$ cat src/rtl/mem_rr_arbiter.sv
// mem_rr_arbiter: round-robin arbiter sharing one data-memory port among
// NUM_CH requesters. The winning channel's command is latched so the memory
// sees stable inputs for the whole transaction; responses are steered back
// combinationally to the granted channel only, and a stuck transaction is
// aborted with a one-cycle error pulse after TIMEOUT busy cycles.
module mem_rr_arbiter #(
  parameter int NUM_CH  = 4,
  parameter int ADDR_W  = 64,
  parameter int XLEN    = 64,
  parameter int WLEN_W  = 4,
  parameter int TIMEOUT = 255
) (
  input  logic                       clk,
  input  logic                       rst,
  // Requester side
  input  logic [NUM_CH*ADDR_W-1:0]   data_addr_in,
  input  logic [NUM_CH-1:0]          rdata_en_in,
  input  logic [NUM_CH-1:0]          wdata_en_in,
  input  logic [NUM_CH*XLEN-1:0]     wdata_in,
  input  logic [NUM_CH*WLEN_W-1:0]   wlen_in,
  output logic [NUM_CH-1:0]          wdata_ready_out,
  output logic [XLEN-1:0]            rdata_out,
  output logic [NUM_CH-1:0]          rdata_valid_out,
  output logic [NUM_CH-1:0]          err_out,
  // Memory side
  output logic [ADDR_W-1:0]          data_addr_out,
  output logic                       rdata_en_out,
  output logic                       wdata_en_out,
  output logic [XLEN-1:0]            wdata_out,
  output logic [WLEN_W-1:0]          wlen_out,
  input  logic                       wdata_ready_in,
  input  logic [XLEN-1:0]            rdata_in,
  input  logic                       rdata_valid_in
);

  localparam int CH_W   = (NUM_CH > 2) ? $clog2(NUM_CH) : 1;
  localparam int TCNT_W = ($clog2(TIMEOUT + 1) > 8) ? $clog2(TIMEOUT + 1) : 8;
  localparam bit TMO_EN = (TIMEOUT != 0);
  // Value of the busy-cycle counter in the last cycle before an abort.
  localparam logic [TCNT_W-1:0] TCNT_LAST = TCNT_W'(TIMEOUT - 1);
  localparam logic [CH_W-1:0]   LAST_CH   = CH_W'(NUM_CH - 1);

  typedef enum logic {
    IDLE = 1'b0,
    BUSY = 1'b1
  } state_e;

  state_e              state_q;
  logic [CH_W-1:0]     grant_q;
  logic [CH_W-1:0]     ptr_q;
  logic [ADDR_W-1:0]   addr_q;
  logic [XLEN-1:0]     wdata_q;
  logic [WLEN_W-1:0]   wlen_q;
  logic                is_write_q;
  logic                rd_en_q;
  logic                wr_en_q;
  logic [TCNT_W-1:0]   tcnt_q;

  logic [NUM_CH-1:0]   req;
  logic                any_req;
  logic [CH_W-1:0]     grant_d;
  logic [CH_W-1:0]     ptr_d;
  int                  idx;
  logic [ADDR_W-1:0]   sel_addr;
  logic [XLEN-1:0]     sel_wdata;
  logic [WLEN_W-1:0]   sel_wlen;
  logic                sel_write;

  logic                busy;
  logic                done;
  logic                tmo;
  logic [NUM_CH-1:0]   grant_oh;

  // Round-robin pick: first requester at or after ptr_q, wrapping around.
  // NOTE: every combinational output gets a default before the loop so no
  // path leaves it unassigned, which would otherwise infer a latch.
  always_comb begin
    req     = rdata_en_in | wdata_en_in;
    any_req = |req;
    grant_d = '0;
    idx     = 0;
    // Walk from the farthest offset down so the nearest requester wins.
    for (int off = NUM_CH - 1; off >= 0; off--) begin
      idx = int'(ptr_q) + off;
      if (idx >= NUM_CH) idx = idx - NUM_CH;
      if (req[idx]) grant_d = CH_W'(idx);
    end
    sel_addr  = data_addr_in[int'(grant_d)*ADDR_W +: ADDR_W];
    sel_wdata = wdata_in[int'(grant_d)*XLEN +: XLEN];
    sel_wlen  = wlen_in[int'(grant_d)*WLEN_W +: WLEN_W];
    sel_write = wdata_en_in[grant_d];
  end

  // Pointer after a transaction ends: the channel following the granted one.
  assign ptr_d = (grant_q == LAST_CH) ? '0 : grant_q + CH_W'(1);

  assign busy     = (state_q == BUSY);
  assign done     = busy & (is_write_q ? wdata_ready_in : rdata_valid_in);
  // A completion arriving in the final allowed cycle wins over the abort.
  assign tmo      = TMO_EN & busy & ~done & (tcnt_q == TCNT_LAST);
  assign grant_oh = NUM_CH'(1) << grant_q;

  // Responses reach only the granted channel, with no added latency.
  assign wdata_ready_out = (done &  is_write_q) ? grant_oh : '0;
  assign rdata_valid_out = (done & ~is_write_q) ? grant_oh : '0;
  assign err_out         = tmo ? grant_oh : '0;
  assign rdata_out       = rdata_in;

  // Memory side is driven purely from registers.
  assign data_addr_out = addr_q;
  assign wdata_out     = wdata_q;
  assign wlen_out      = wlen_q;
  assign rdata_en_out  = rd_en_q;
  assign wdata_en_out  = wr_en_q;

  // Arbitration FSM: grant and latch in IDLE, wait for completion or timeout in BUSY.
  // NOTE: state uses non-blocking assignments so every register samples the
  // pre-edge values, independent of statement order.
  always_ff @(posedge clk) begin
    if (rst) begin
      // NOTE: the command latch is reset too, because the memory-side
      // outputs it drives must read zero straight after reset.
      state_q    <= IDLE;
      grant_q    <= '0;
      ptr_q      <= '0;
      addr_q     <= '0;
      wdata_q    <= '0;
      wlen_q     <= '0;
      is_write_q <= 1'b0;
      rd_en_q    <= 1'b0;
      wr_en_q    <= 1'b0;
      tcnt_q     <= '0;
    end else begin
      case (state_q)
        IDLE: begin
          if (any_req) begin
            grant_q    <= grant_d;
            addr_q     <= sel_addr;
            wdata_q    <= sel_wdata;
            wlen_q     <= sel_wlen;
            // A write request takes precedence over a simultaneous read.
            is_write_q <= sel_write;
            wr_en_q    <= sel_write;
            rd_en_q    <= ~sel_write;
            tcnt_q     <= '0;
            state_q    <= BUSY;
          end
        end
        BUSY: begin
          if (done || tmo) begin
            ptr_q   <= ptr_d;
            rd_en_q <= 1'b0;
            wr_en_q <= 1'b0;
            state_q <= IDLE;
          end else begin
            tcnt_q <= tcnt_q + TCNT_W'(1);
          end
        end
        default: state_q <= IDLE;
      endcase
    end
  end

endmodule

$ cat config.mk
export PLATFORM = sky130hd
export DESIGN_NAME = mem_rr_arbiter
export DESIGN_NICKNAME = d
export VERILOG_FILES = /design/src/rtl/mem_rr_arbiter.sv
export SDC_FILE = /design/constraint.sdc
export NUM_CORES = 1
export LEC_CHECK = 0
export ABC_CLOCK_PERIOD_IN_PS = 1950
export CAP_MARGIN = 20
export CELL_PAD_IN_SITES_DETAIL_PLACEMENT = 1
export CELL_PAD_IN_SITES_GLOBAL_PLACEMENT = 1
export CORE_AREA = 2 2 316 318
export CTS_CLUSTER_DIAMETER = 80
export DETAILED_ROUTE_END_ITERATION = 7
export DIE_AREA = 0 0 318 320
export GPL_TIMING_DRIVEN = 0
export PLACE_DENSITY_LB_ADDON = 0.1
export SYNTH_ARGS = -nofsm -noshare
export SYNTH_HDL_FRONTEND = slang
export SYNTH_SLANG_ARGS = --single-unit
export TNS_END_PERCENT = 20
$ cat constraint.sdc
create_clock -name clk -period 1.95 [get_ports clk]
set_input_delay 0.39 -clock clk [delete_from_list [all_inputs] [get_ports clk]]
set_output_delay 0.39 -clock clk [all_outputs]
set_load 0.05 [all_outputs]
[Word-level counts from Yosys, hierarchy flattened]
Index checks and enable logic that the tools add are counted.
Word-level totals
  register bits: 148
  input bits: 604
  output and inout port bits: 210
  word-level logic and storage cells: 91
Cells by class
  add/subtract/negate cells: 9
  magnitude comparators: 9
  eq/ne operators: 5
  shift-type cells: 4
  mux-type cells: 38
  bitwise operators: 10
  reduce and logical (&&, ||, !) cells: 6
Operators with widths (count)
  $shiftx A256 B9 Y64: 2
  $lt A32 B4 Y1 const B: 4
  $mux W32: 4
  $mux W8: 2
  $pmux W8 S2: 1
  $shiftx A16 B5 Y4: 1
  $mux W1: 15
  $mux W4: 3
  $sub A3 B3 Y4 const B: 3
  $bmux W1 S2: 5
  $mux W2: 5
  $ge A3 B3 Y1 const B: 3
  $add A8 B1 Y8 const B: 1
  $eq A8 B8 Y1 const B: 1
  $reduce_and A2 Y1: 4
  $add A2 B2 Y3 const B: 2
  $pmux W1 S2: 3
  $and A1 B1 Y1: 5
  $ne A2 B2 Y1 const B: 2
  $not A1 Y1: 4
  $or A4 B4 Y4: 1
  $reduce_or A4 Y1: 1
  $shl A1 B2 Y4 const A: 1
  $sub A2 B3 Y4 const B: 1
  7 further kinds: 7

[Depth between registers and ports, before layout]
Gate-level depths: netlist of the first run.
  word-level depth: 15
  mapped depth: 8
  gate-level depth less buffers: 7

[Worst setup path before layout of the first run]
Ideal clock, no wire load.
  path type: in2reg
  start: input rdata_en_in[1]
  end: register addr_q[58] (netlist: data_addr_out[58])
  setup time: 0.129 ns
  arrival time: 1.900 ns
  required time: 1.821 ns
  slack: -0.080 ns
  stages: 8
  cell sequence: or4_4 -> o2111ai_2 -> and2_1 -> buf_4 -> buf_8 -> buf_6 -> mux2i_1 -> o211ai_2
Between the ends
  longest elaborated chain between the ends: 9
  elaborated cells on any way between the ends: 20
Ends and longest elaborated chain
  start: declaration: line 17  | input logic [NUM_CH-1:0] rdata_en_in,
  $or A4 B4 Y4 *: line 78  | req = rdata_en_in | wdata_en_in;
  $bmux W1 S2: line 86  | if (req[idx]) grant_d = CH_W'(idx);
  $mux W1 (not written as such) (2 in series): line 86
  $mux W2 (4 in series): line 86
  $shiftx A256 B9 Y64: line 88  | sel_addr = data_addr_in[int'(grant_d)*ADDR_W +: ADDR_W];
  end signal: assignment: line 138  | addr_q <= sel_addr;
  end: declaration: line 51  | logic [ADDR_W-1:0] addr_q;
Mark *: on every way between the ends. The rest lies on a longest branch, timed or not. The select of a mux whose other input is x is not followed.
A chain may end at the register's enable or synchronous reset.

[Final worst setup path of the first run]
  start: register tcnt_q[5]
  end: output err_out[1]
Between the ends
  longest elaborated chain between the ends: 3
Ends and longest elaborated chain
  start: declaration: line 57  | logic [TCNT_W-1:0] tcnt_q;
  start signal: assignment: line 156  | tcnt_q <= tcnt_q + TCNT_W'(1);
  $eq A8 B8 Y1: line 100  | assign tmo = TMO_EN & busy & ~done & (tcnt_q == TCNT_LAST);
  $and A1 B1 Y1: line 100
  $mux W4: line 106  | assign err_out = tmo ? grant_oh : '0;
  end: declaration: line 24  | output logic [NUM_CH-1:0] err_out,
No other way between the ends.

==> metrics.sh, run 1 <==
STATUS='finished, violations left'
VIOLATIONS_IN_THE_FINAL_REPORTS='negative setup slack'
STD_CELL_ROWS=115
R2R-END='tcnt_q[2]$_SDFFE_PP0P_'
YOSYS_MOST_USED_DFF='dfxtp_1'
CRIT_PATH_TOP_DELAY_CELL='dfxtp_2'
SYNTHESIS.AREA_MM2=0.0102
REGISTER_AREA_MM2=0.00300
LAYOUT.CELLS.NON_FILLER=3354
CELLLEAKAGEPOWER_nW=8.69
POWER.SHARE.COMBINATIONAL_PCT=45.2
HOLD_VIOLATIONS=0
AREA_SHARE_OF_THE_LEADING_CELL_TYPE_IN_THE_SYNTHESIZED_NETLIST_PCT=29.0
RSZ0062_AT_GRT='true'
CLK-INSERTION-DELAY-LATE_NS=0.50
LAYOUT-DRIVE-GT1-SHARE_PCT=20.8
CTS.REPORTEDPATHS.CLKPINSLEW_NS=0.07
WORST_PATH_DOMINANT_CELL_FAMILY='simple AND/OR/NAND/NOR gates'
ACHIEVABLE-FREQUENCY_MHz=460
GRT_PASS1_WL_MM=108
POST_SYN_AREA_PER_CELL_UM2=8.20
CRITICAL_PATH.STARTPOINT_TYPE='flip-flop'
FLOORPLAN.IO_PINS=814
DPL_CELL_AREA_MM2=0.0193
MAXCAPVIOLATIONS=0
ARRIVAL_NS=1.79
WORST_IR_DROP_VDD_mV=0.500
CTS-HTREE-LEVELS=4
MULTI_INPUT_AREA_MM2=0.00711
REPORT.POWER.TOTAL_mW=13.5
NNETSFINAL=2661
TRITONCTS.NUM_BUFFERS=17
WORSTPATHCELLLIST='and4_4 -> and2_4 -> and3b_2 -> and3_4 -> buf_8'
DRT_FIRST_PASS_ITERS=4
WORST_SETUP_PATH_ENDPOINT='err_out[1]'
CTS_TREE='done'
CP_SLOWEST_STAGE_DELAY_NS=0.33
WORST_SLEW_MARGIN_REL_PCT=58.1
ANTENNA_VIOLATIONS_BEFORE_REPAIR=24
WORST-R2R-CELL-COUNT=7
VIAS_IN_THE_FIRST_GLOBAL_ROUTE=14131
PLACEABLECOREAREA_MM2=0.0980
WL_PER_CELL_UM=23.5
SYNTH.LARGEST_AREA_CELL='dfxtp_1'
FIN_UTIL_PCT=22.3
NUM-FILL-CELLS=11362
SYNTH_TOP_CELLS_BY_AREA='dfxtp_1 29%, mux2i_1 13%, a21boi_0 9.6%, and3_1 8.6%, o211ai_1 8.4%'
P_INT_mW=8.26
WORST_SLACK_NS=-0.226
SYNTH_NETS=1855
STARTPOINT='tcnt_q[5]$_SDFFE_PP0P_'
SYNTH_EDF_COUNT=0
ROUTED-VIA-COUNT=12845
TIGHTESTPINTRANSITION_NS=0.631
TIMING.FINAL.CRIT_PERIOD_NS=2.18
GP_CONGESTION=0.745
POST_DRT_VIA_CELL_RATIO=3.83
HOLD_PATH_CLASS='input port to flip-flop'
TIMING.REG2REG.SETUP_SLACK_NS=-0.06
POSTSYNTHCELLCOUNT=1245
CLOCK-SKEW-FINAL_NS=0.0167
DIE_WIDTH_UM=318
TIMING.SETUP.CRITICAL_PATH_CLASS='flip-flop to primary output'
NETLIST-CELL-TYPE-COUNT=47
YOSYS_WARNINGS=0
FINALCRITPERIODSHARE_PCT=112
ANTENNA_LEFT=0
REQUIRED_TIME_OF_THE_WORST_SETUP_PATH_NS=1.56
FLOORPLAN.INITIALDENSITY_PCT=10.4
WORST_HOLD_SLACK_NS=0.461
GRT_OVERFLOW=0
PATH_BUF_INV=1
DIE_AR_MM2=0.102
DIE_H_UM=320
YOSYS-TOP-CELLS-COUNT='148 x dfxtp_1, 148 x nand2_1, 141 x and3_1'
SYNTHESIS_STAGE_REGISTER_BIT_COUNT=148
POWER.SHARE.SEQUENTIAL_PCT=26.3
TIMING.HOLD.WORST.START='wdata_en_in[1]'
IO_BUFFERS=748
SWSHARE_PCT=38.8
DP_HPWL_MM=62.9
CP.DEPTH=5
CLOCKBUFFERDEPTH=2
LAYOUT.CELL_AREA.NON_FILLER_MM2=0.0219
TIMING.CRITICAL_PATH.TO_TYPE='primary output'
DRT_DRC_VIOLATIONS_LEFT=0
CLKPWRFRAC_PCT=28.5
CTS_ROOT_BUF='clkbuf_16'
TIMING_MAX_TRANSITION_VIOLATIONS_FINAL=0
CTS_NUM_SINKS=148
CRITICAL_PATH.MAX_FANOUT=4
SETUP_VIOL=65
CELLPOWERDENSITY_mW_PER_MM2=617
NETSWITCHINGPOWER_mW=5.24
GRT_START_MAX_NET_PINS=17
TOTALNEGATIVESETUPSLACK_NS=-3.13
DETAIL_ROUTE.ITER0.VIOLATIONS=411
POST-PLACE-CELLS=3280
REGTOREGSTARTPOINT='tcnt_q[5]$_SDFFE_PP0P_'
AREA_DELTA_SYNTH_FINAL_PCT=114
PLACE_WORST_SETUP_SLACK_NS=-2.30
SYNTH_SEQ_AREA_SHARE_PCT=29.0
GROUTE.USAGE.OVERALL_PCT=15.1
YS_ASYNC_SR_FRACTION_PCT=0
DRT-TOTAL-WL_MM=78.9
worst min path at each step:
| stage | to | slack [ns] | cells after the start |
|---|---|---|---|
| floorplan | tcnt_q[6]$_SDFFE_PP0P_ | 0.44 | 2 |
| global placement | tcnt_q[6]$_SDFFE_PP0P_ | 0.46 | 2 |
| detailed placement | wlen_out[2]$_SDFFE_PP0P_ | 0.46 | 2 |
| CTS | is_write_q$_SDFFE_PP0P_ | 0.38 | 5 |
| global route | is_write_q$_SDFFE_PP0P_ | 0.46 | 5 |
| finish | is_write_q$_SDFFE_PP0P_ | 0.46 | 5 |
final cells by class:
cell class / instances / area share (%)
diodes: 6 / 0.0687
plain buffers: 184 / 7.31
clock buffers: 19 / 2.07
clock inverters: 10 / 0.721
inverters: 7 / 0.132
multi-input cells: 905 / 32.5
flip-flops and latches: 148 / 13.7
well taps: 1287 / 7.36
repair buffers: 788 / 36.1
cells in the final DEF (no fill, tap or decap), drive strengths merged, types with 3 or more instances in the layout:
cell / netlist / layout
a2111o: 4 / 4
a21boi: 131 / 131
a21oi: 12 / 12
and2: 6 / 6
and3: 141 / 141
buf: 118 / 170
bufinv: 0 / 4
clkbuf: 67 / 91
clkdlybuf4s15: 0 / 11
clkdlybuf4s50: 0 / 594
clkinv: 0 / 3
clkinvlp: 0 / 3
dfxtp: 148 / 148
diode: 0 / 6
dlygate4sd2: 0 / 125
ha: 6 / 6
inv: 7 / 7
mux2i: 137 / 137
nand2: 148 / 148
nand3: 10 / 10
nor2: 7 / 7
o2111ai: 5 / 5
o211ai: 132 / 132
o21ai: 139 / 139
or2: 3 / 3
or3: 3 / 3
worst min-delay path: stages:
cell	delay [ns]
buf_6	0.10
nand3_1	0.06
nand3_1	0.14
o21ai_1	0.10
o21ai_1	0.12
logic make-up after synthesis:
family	share of synthesized area [%]
adders and majority gates	0.735
DFF	29.0
buffers and inverters	10.8
muxes	13.4
AOI/OAI and AO/OA	29.4
and+or+nand+nor	16.6
power groups by stage:
stage / registers [mW] / logic [mW] / clock network (mW)
finish: 3.55 / 6.10 / 3.85
global route: 3.60 / 6.47 / 4.16
CTS: 3.56 / 6.03 / 4.10
detailed placement: 3.63 / 5.67 / 0
global placement: 3.62 / 5.65 / 0
floorplan: 4.73 / 1.76 / 0
layer usage:
layer	share of wire, %	track usage, %	wire (µm)	vias to the layer above
met3	8.2	6.09	6460	61
li1	-	-	-	6136
met1	38	16.2	30100	6121
met5	0.27	0	215	-
met4	1.1	2.98	875	32
met2	52	27.8	41300	495
timing repair:
item | 4_1_cts | 5_1_grt
gates resized for setup | 559 | 143
hold buffers | 0 | 0
gates cloned | 6 | 4
setup endpoints to repair | 294 | 151
buffers inserted | 24 | 9
pin swaps | 16 | 23
sequential cells by signal, summed over array words and instances (netlist names):
| signal | flops |
|---|---|
| wlen_out | 4 |
| wdata_en_out | 1 |
| data_addr_out | 64 |
| grant_q | 2 |
| is_write_q | 1 |
| rdata_en_out | 1 |
| wdata_out | 64 |
| tcnt_q | 8 |
| busy | 1 |
| ptr_q | 2 |
Note: power is estimated with default switching activity, not from simulation.
==> run 2, diff against run 1 <==
--- a/config.mk
+++ b/config.mk
@@ -16,4 +16,5 @@
 export GPL_TIMING_DRIVEN = 0
 export PLACE_DENSITY_LB_ADDON = 0.1
+export SLEW_MARGIN = 20
 export SYNTH_ARGS = -nofsm -noshare
 export SYNTH_HDL_FRONTEND = slang
==> constraint.sdc (replaced) <==
create_clock -name clk -period 1.95 [get_ports clk]
set_input_delay 0.39 -clock clk [delete_from_list [all_inputs] [get_ports clk]]
set_output_delay 0.39 -clock clk [all_outputs]
set_load 0.02 [all_outputs]
==> run 2 against run 1 <==
The run still ends with negative setup slack left. Die area did not move. Maximum frequency grew 2.0%. Sequential power is essentially flat. Clock power about the same. Non-clock buffer count grew 4. Critical path depth did not move. Design area increased by 0.88%. Worst setup slack better by 0.043 ns. Wire length grew 0.36%. Critical endpoint is now err_out[2].
==> metrics.sh, run 2 (synthesis gave the netlist of run 1 again) <==
STATUS='finished, violations left'
VIOLATIONS_IN_THE_FINAL_REPORTS='negative setup slack'
CLK-INSERTION-DELAY-LATE_NS=0.50
CTS-HTREE-LEVELS=4
WORST_IR_DROP_VDD_mV=0.501
STD_CELL_ROWS=115
SWSHARE_PCT=34.2
HOLD_VIOLATIONS=0
POST-PLACE-CELLS=3280
FINALCRITPERIODSHARE_PCT=109
P_INT_mW=8.44
PLACE_WORST_SETUP_SLACK_NS=-2.30
GRT_START_MAX_NET_PINS=17
MAXCAPVIOLATIONS=0
DRT-TOTAL-WL_MM=79.2
LAYOUT.CELLS.MOST_COMMON='clkdlybuf4s50_1'
ROUTED-VIA-COUNT=12891
WORST_SLEW_MARGIN_REL_PCT=58.4
DETAIL_ROUTE.ITER0.VIOLATIONS=428
REQUIRED_TIME_OF_THE_WORST_SETUP_PATH_NS=1.56
WORST_SLACK_NS=-0.183
MIN_TO='is_write_q$_SDFFE_PP0P_'
TIMING.FINAL.CRIT_PERIOD_NS=2.13
TIGHTESTPINTRANSITION_NS=0.626
GROUTE.USAGE.OVERALL_PCT=15.2
DRT_FIRST_PASS_ITERS=4
NNETSFINAL=2665
ANTENNA_VIOLATIONS_BEFORE_REPAIR=27
CTS.HOLD.BUFFERS_ADDED=0
CTS_TREE='done'
FIN_UTIL_PCT=22.5
ANTENNA_LEFT=0
WORST_HOLD_SLACK_NS=0.438
ACHIEVABLE-FREQUENCY_MHz=469
GRT_PASS1_WL_MM=109
CLOCKBUFFERDEPTH=2
TIMING.CRITICAL_PATH.TO_TYPE='primary output'
DIE_WIDTH_UM=318
CTS.REPORTEDPATHS.CLKPINSLEW_NS=0.07
TIMING.SETUP.CRITICAL_PATH_CLASS='flip-flop to primary output'
VIAS_IN_THE_FIRST_GLOBAL_ROUTE=14192
CRITICAL_PATH.MAX_FANOUT=4
POWER.SHARE.SEQUENTIAL_PCT=27.7
SETUP_VIOL=100
WORSTHOLDPATHCELLS=5
POWER.SHARE.COMBINATIONAL_PCT=42.3
IO_BUFFERS=748
TIMING.REG2REG.SETUP_SLACK_NS=-0.06
TIMING_MAX_TRANSITION_VIOLATIONS_FINAL=0
PLACEABLECOREAREA_MM2=0.0980
DIE_AR_MM2=0.102
AREA_DELTA_SYNTH_FINAL_PCT=116
LAYOUT.CELLS.NON_FILLER=3359
DPL_CELL_AREA_MM2=0.0193
CLOCK-SKEW-FINAL_NS=0.0159
LAYOUT.CELL_AREA.NON_FILLER_MM2=0.0221
FLOORPLAN.IO_PINS=814
DRT_DRC_VIOLATIONS_LEFT=0
POST_DRT_VIA_CELL_RATIO=3.84
CTS_ROOT_BUF='clkbuf_16'
FLOORPLAN.INITIALDENSITY_PCT=10.4
CELLLEAKAGEPOWER_nW=8.53
R2R-END='wdata_out[18]$_SDFFE_PP0P_'
TIMING.HOLD.WORST.START='wdata_en_in[1]'
GRT_OVERFLOW=0
DP_HPWL_MM=62.9
CELLPOWERDENSITY_mW_PER_MM2=581
WL_PER_CELL_UM=23.6
TRITONCTS.NUM_BUFFERS=17
WORST-R2R-CELL-COUNT=9
COMMONEST_NON_FILL_NON_TAP_CELLS_IN_THE_LAYOUT='665 x clkdlybuf4s50_1, 147 x nand2_1, 136 x dfxtp_1'
LAYOUT-DRIVE-GT1-SHARE_PCT=20.4
RSZ0062_AT_GRT='true'
ARRIVAL_NS=1.74
HOLD_PATH_CLASS='input port to flip-flop'
NETSWITCHINGPOWER_mW=4.38
DIE_H_UM=320
GP_CONGESTION=0.745
CTS_NUM_SINKS=148
CRITICAL_PATH.STARTPOINT_TYPE='flip-flop'
REGTOREGSTARTPOINT='ptr_q[0]$_SDFFE_PP0P_'
CLKPWRFRAC_PCT=30.0
run 2: cell count changes in the layout (fill, tap and decap cells not counted), sizes merged:
cell           delta
clkdlybuf4s50    +71
dlygate4sd2      -68
clkdlybuf4s15     -9
dlymetal6s2s      +6
buf               +4
diode             +1
run 2: worst max-delay path by stage:
stage                            from                             end  slack, ns  cells past startpoint
6_report       tcnt_q[5]$_SDFFE_PP0P_                      err_out[2]      -0.18                      5
3_5_place_dp           wdata_en_in[1]      wdata_out[16]$_SDFFE_PP0P_      -2.30                      8
2_1_floorplan          rdata_en_in[1]  data_addr_out[58]$_SDFFE_PP0P_      -0.06                      8
5_1_grt        tcnt_q[0]$_SDFFE_PP0P_                      err_out[3]      -0.28                      7
3_3_place_gp           wdata_en_in[1]      wdata_out[34]$_SDFFE_PP0P_      -2.28                      8
4_1_cts        tcnt_q[2]$_SDFFE_PP0P_                      err_out[1]      -0.27                      5
run 2: cell type report:
type                            count  area (µm²)
Clock inverter                     10         158
Fill cell                       11343       75900
Tap cell                         1287        1610
Clock buffer                       19         453
Timing Repair Buffer              792        8000
Antenna cell                        7        17.5
Inverter                            7        28.8
Multi-Input combinational cell    905        7210
Buffer                            184        1580
Sequential cell                   148        3000
run 2: timing repair:
| item | CTS | global route |
|---|---|---|
| pin swaps | 13 | 18 |
| buffers inserted | 27 | 11 |
| endpoints found under the setup margin | 217 | 154 |
| gates resized for setup | 494 | 100 |
| cloned | 9 | 3 |
run 2: power groups by stage:
stage               clock [mW]  combinational, mW  sequential [mW]
finish                    3.84               5.42             3.55
global route              4.15               5.79             3.60
CTS                       4.10               5.51             3.56
detailed placement           0               4.77             3.63
global placement             0               4.76             3.62
floorplan                    0               1.59             4.00
run 2: worst max-delay path, cell delays in order, from the launching register on:
cell and delay [ns]:
dfxtp_2 0.33, and4_4 0.23, and2_4 0.15, and3b_2 0.24, and3_4 0.19, buf_6 0.11
run 2: through the flow:
step / total power [mW] / setup TNS [ns]
detailed placement: 8.41 / -268.10
floorplan: 5.59 / -2.90
global route: 13.5 / -11.37
CTS: 13.2 / -5.74
finish: 12.8 / -4.13
global placement: 8.38 / -266.74
run 2: routing by layer:
layer,wire [µm],track usage [%]
met5,224,0
met4,1080,3.68
met3,6710,6.41
met2,41300,27.5
met1,29900,16.2
==> run 3, diff against run 2 <==
Settings changed: PLACE_DENSITY set to 0.49, PLACE_DENSITY_LB_ADDON 0.1 to not set, TNS_END_PERCENT 20 to not set.
==> run 3 against run 2 <==
Sequential share of layout area is 0.92 points lower. Non-clock buffer count grew 57. Maximum frequency shrank 1.8%. Die area stayed put. Sequential power hardly changed. The flow still finishes with violations (negative setup slack). Largest power group unchanged. Largest cell class unchanged. Via count increased by 4.0%. Clock skew shrank 0.0052 ns.
==> metrics.sh, run 3 (synthesis gave the netlist of run 1 again) <==
CTS_TREE='done'
TIMING.REG2REG.SETUP_SLACK_NS=-0.10
ANTENNA_VIOLATIONS_BEFORE_REPAIR=18
GRT-BUSIEST-LAYER='met2'
GRT_START_MAX_NET_PINS=17
RSZ0062_AT_GRT='true'
PLACEABLECOREAREA_MM2=0.0980
CLOCK-SKEW-FINAL_NS=0.0107
R2R-END='wdata_out[45]$_SDFFE_PP0P_'
CTS-HTREE-LEVELS=4
SETUP_VIOL=98
STATUS='finished, violations left'
REGTOREGSTARTPOINT='ptr_q[0]$_SDFFE_PP0P_'
FINALCRITPERIODSHARE_PCT=111
CELLLEAKAGEPOWER_nW=9.19
REQUIRED_TIME_OF_THE_WORST_SETUP_PATH_NS=1.56
DRT_DRC_VIOLATIONS_LEFT=0
VIAS_IN_THE_FIRST_GLOBAL_ROUTE=14823
GRTUSAGEMET3_PCT=4.69
ACHIEVABLE-FREQUENCY_MHz=460
TIMING_MAX_TRANSITION_VIOLATIONS_FINAL=0
DIE_H_UM=320
WORST_SLEW_MARGIN_REL_PCT=63.9
TRITONCTS.NUM_BUFFERS=17
CTS_ROOT_BUF='clkbuf_16'
LAYOUT-DRIVE-GT1-SHARE_PCT=28.3
CRITICAL_PATH.STARTPOINT_TYPE='flip-flop'
GRT_UTIL_MET1_PCT=18.2
VIOLATIONS_IN_THE_FINAL_REPORTS='negative setup slack'
ARRIVAL_NS=1.78
CRIT_PATH_TOP_DELAY_CELL='dfxtp_4'
FLOORPLAN.INITIALDENSITY_PCT=10.4
CTS_NUM_SINKS=148
TIMING.HOLD.WORST.START='wdata_en_in[3]'
AREA_DELTA_SYNTH_FINAL_PCT=132
HOLD_PATH_CLASS='input port to flip-flop'
PATH_BUF_INV=1
WORST_PATH_DOMINANT_CELL_FAMILY='simple AND/OR/NAND/NOR gates'
WORST-R2R-CELL-COUNT=10
STD_CELL_ROWS=115
DIE_WIDTH_UM=318
WORSTHOLDPATHCELLS=5
TIMING.FINAL.CRIT_PERIOD_NS=2.17
NNETSFINAL=2722
TIMING.SETUP.CRITICAL_PATH_CLASS='flip-flop to primary output'
MAXCAPVIOLATIONS=0
CRITICAL_PATH.MAX_FANOUT=5
GP_CONGESTION=0.846
GRT_PASS1_WL_MM=112
DIE_AR_MM2=0.102
DRT-TOTAL-WL_MM=82.4
TIGHTESTPINTRANSITION_NS=0.537
DPL_CELL_AREA_MM2=0.0193
PLACE_WORST_SETUP_SLACK_NS=-1.87
WORST_HOLD_SLACK_NS=0.449
GRT_OVERFLOW=0
WORST_IR_DROP_VDD_mV=0.510
LAYOUT.CELL_AREA.NON_FILLER_MM2=0.0237
HOLD_VIOLATIONS=0
DRT_FIRST_PASS_ITERS=4
ROUTED-VIA-COUNT=13403
CTS.REPORTEDPATHS.CLKPINSLEW_NS=0.07
CELLPOWERDENSITY_mW_PER_MM2=563
DP_HPWL_MM=62.8
MIN_TO='is_write_q$_SDFFE_PP0P_'
POST_DRT_VIA_CELL_RATIO=3.92
LAYOUT.CELLS.MOST_COMMON='clkdlybuf4s50_1'
COMMONEST_NON_FILL_NON_TAP_CELLS_IN_THE_LAYOUT='647 x clkdlybuf4s50_1, 145 x nand2_1, 136 x dfxtp_1'
WL_PER_CELL_UM=24.1
GROUTE.USAGE.OVERALL_PCT=15.6
FLOORPLAN.IO_PINS=814
WORST_SLACK_NS=-0.223
TIMING.CRITICAL_PATH.TO_TYPE='primary output'
IO_BUFFERS=748
GRTUSAGEMET2_PCT=26.9
DETAIL_ROUTE.ITER0.VIOLATIONS=480
CLK-INSERTION-DELAY-LATE_NS=0.50
CLOCKBUFFERDEPTH=2
CP_SLOWEST_STAGE_DELAY_NS=0.39
ANTENNA_LEFT=0
WORSTPATHCELLLIST='ha_4 -> nand2_4 -> a21oi_2 -> and3b_2 -> and3_4 -> buf_6'
==> run 3: changes by cell type in the layout (fill, tap and decap cells not counted), sizes merged, moves of 4 or more <==
cell,previous run,this run
buf,174,246
clkbuf,91,73
clkdlybuf4s50,665,647
dlygate4sd2,57,83
dlymetal6s2s,6,2
inv,7,12
==> run 3: worst max path at each step <==
stage | cells after the start | slack [ns] | end | from
after floorplan | 8 | -0.06 | data_addr_out[58]$_SDFFE_PP0P_ | rdata_en_in[1]
after global placement | 7 | -2.33 | wdata_out[49]$_SDFFE_PP0P_ | wdata_en_in[1]
after detailed placement | 8 | -1.87 | wdata_out[37]$_SDFFE_PP0P_ | rdata_en_in[1]
after CTS | 5 | -0.26 | err_out[1] | tcnt_q[2]$_SDFFE_PP0P_
after global routing | 6 | -0.35 | err_out[3] | tcnt_q[1]$_SDFFE_PP0P_
final | 6 | -0.22 | err_out[3] | tcnt_q[1]$_SDFFE_PP0P_
==> run 3: per-stage QoR <==
step / total power [mW] / utilization, % / instances / setup TNS [ns]
final: 13.3 / 24.2 / 3419 / -5.19
after floorplan: 5.59 / - / 1245 / -2.81
after global routing: 14.0 / 24.1 / 3415 / -9.67
after CTS: 13.5 / 23.6 / 3408 / -15.59
after global placement: 8.32 / 19.7 / 3280 / -276.77
after detailed placement: 8.38 / 19.7 / 3281 / -236.32
==> run 3: timing repair <==
item,in CTS,in global routing
setup endpoints to repair,234,154
gates resized for setup,639,259
pin swaps,74,98
buffers inserted,72,25
gates cloned,26,6
hold buffers,0,0
==> run 3: layout make-up <==
class	instances	area [µm²]
diodes	7	17.5
plain buffers	178	1730
clock buffers	18	439
clock inverters	14	198
fillers	11291	74300
inverters	7	28.8
multi-input cells	905	7760
flip-flops and latches	148	3000
well taps	1287	1610
repair buffers	855	8880
==> run 3: worst reg2reg max path, cell delays in order (launching register included) <==
cell and delay [ns]:
dfxtp_2 0.34, o21bai_4 0.18, buf_4 0.15, a21oi_4 0.27, nor4_4 0.07, buf_12 0.18
buf_8 0.14, clkbuf_16 0.16, buf_12 0.14, o21ai_4 0.13, o211ai_1 0.16
==> run 3: per-layer routing <==
metal	share of wire (%)	vias to the layer above
li1	-	6269
met1	40	6453
met2	48	572
met3	7.8	97
met4	3.3	12
met5	0.097	-
==> run 3: power by group <==
part,switching (mW),leakage [nW],internal (mW)
clock,1.77,0.313,2.19
combinational,2.70,7.65,3.10
sequential,0.209,1.23,3.36
total,4.68,9.19,8.65
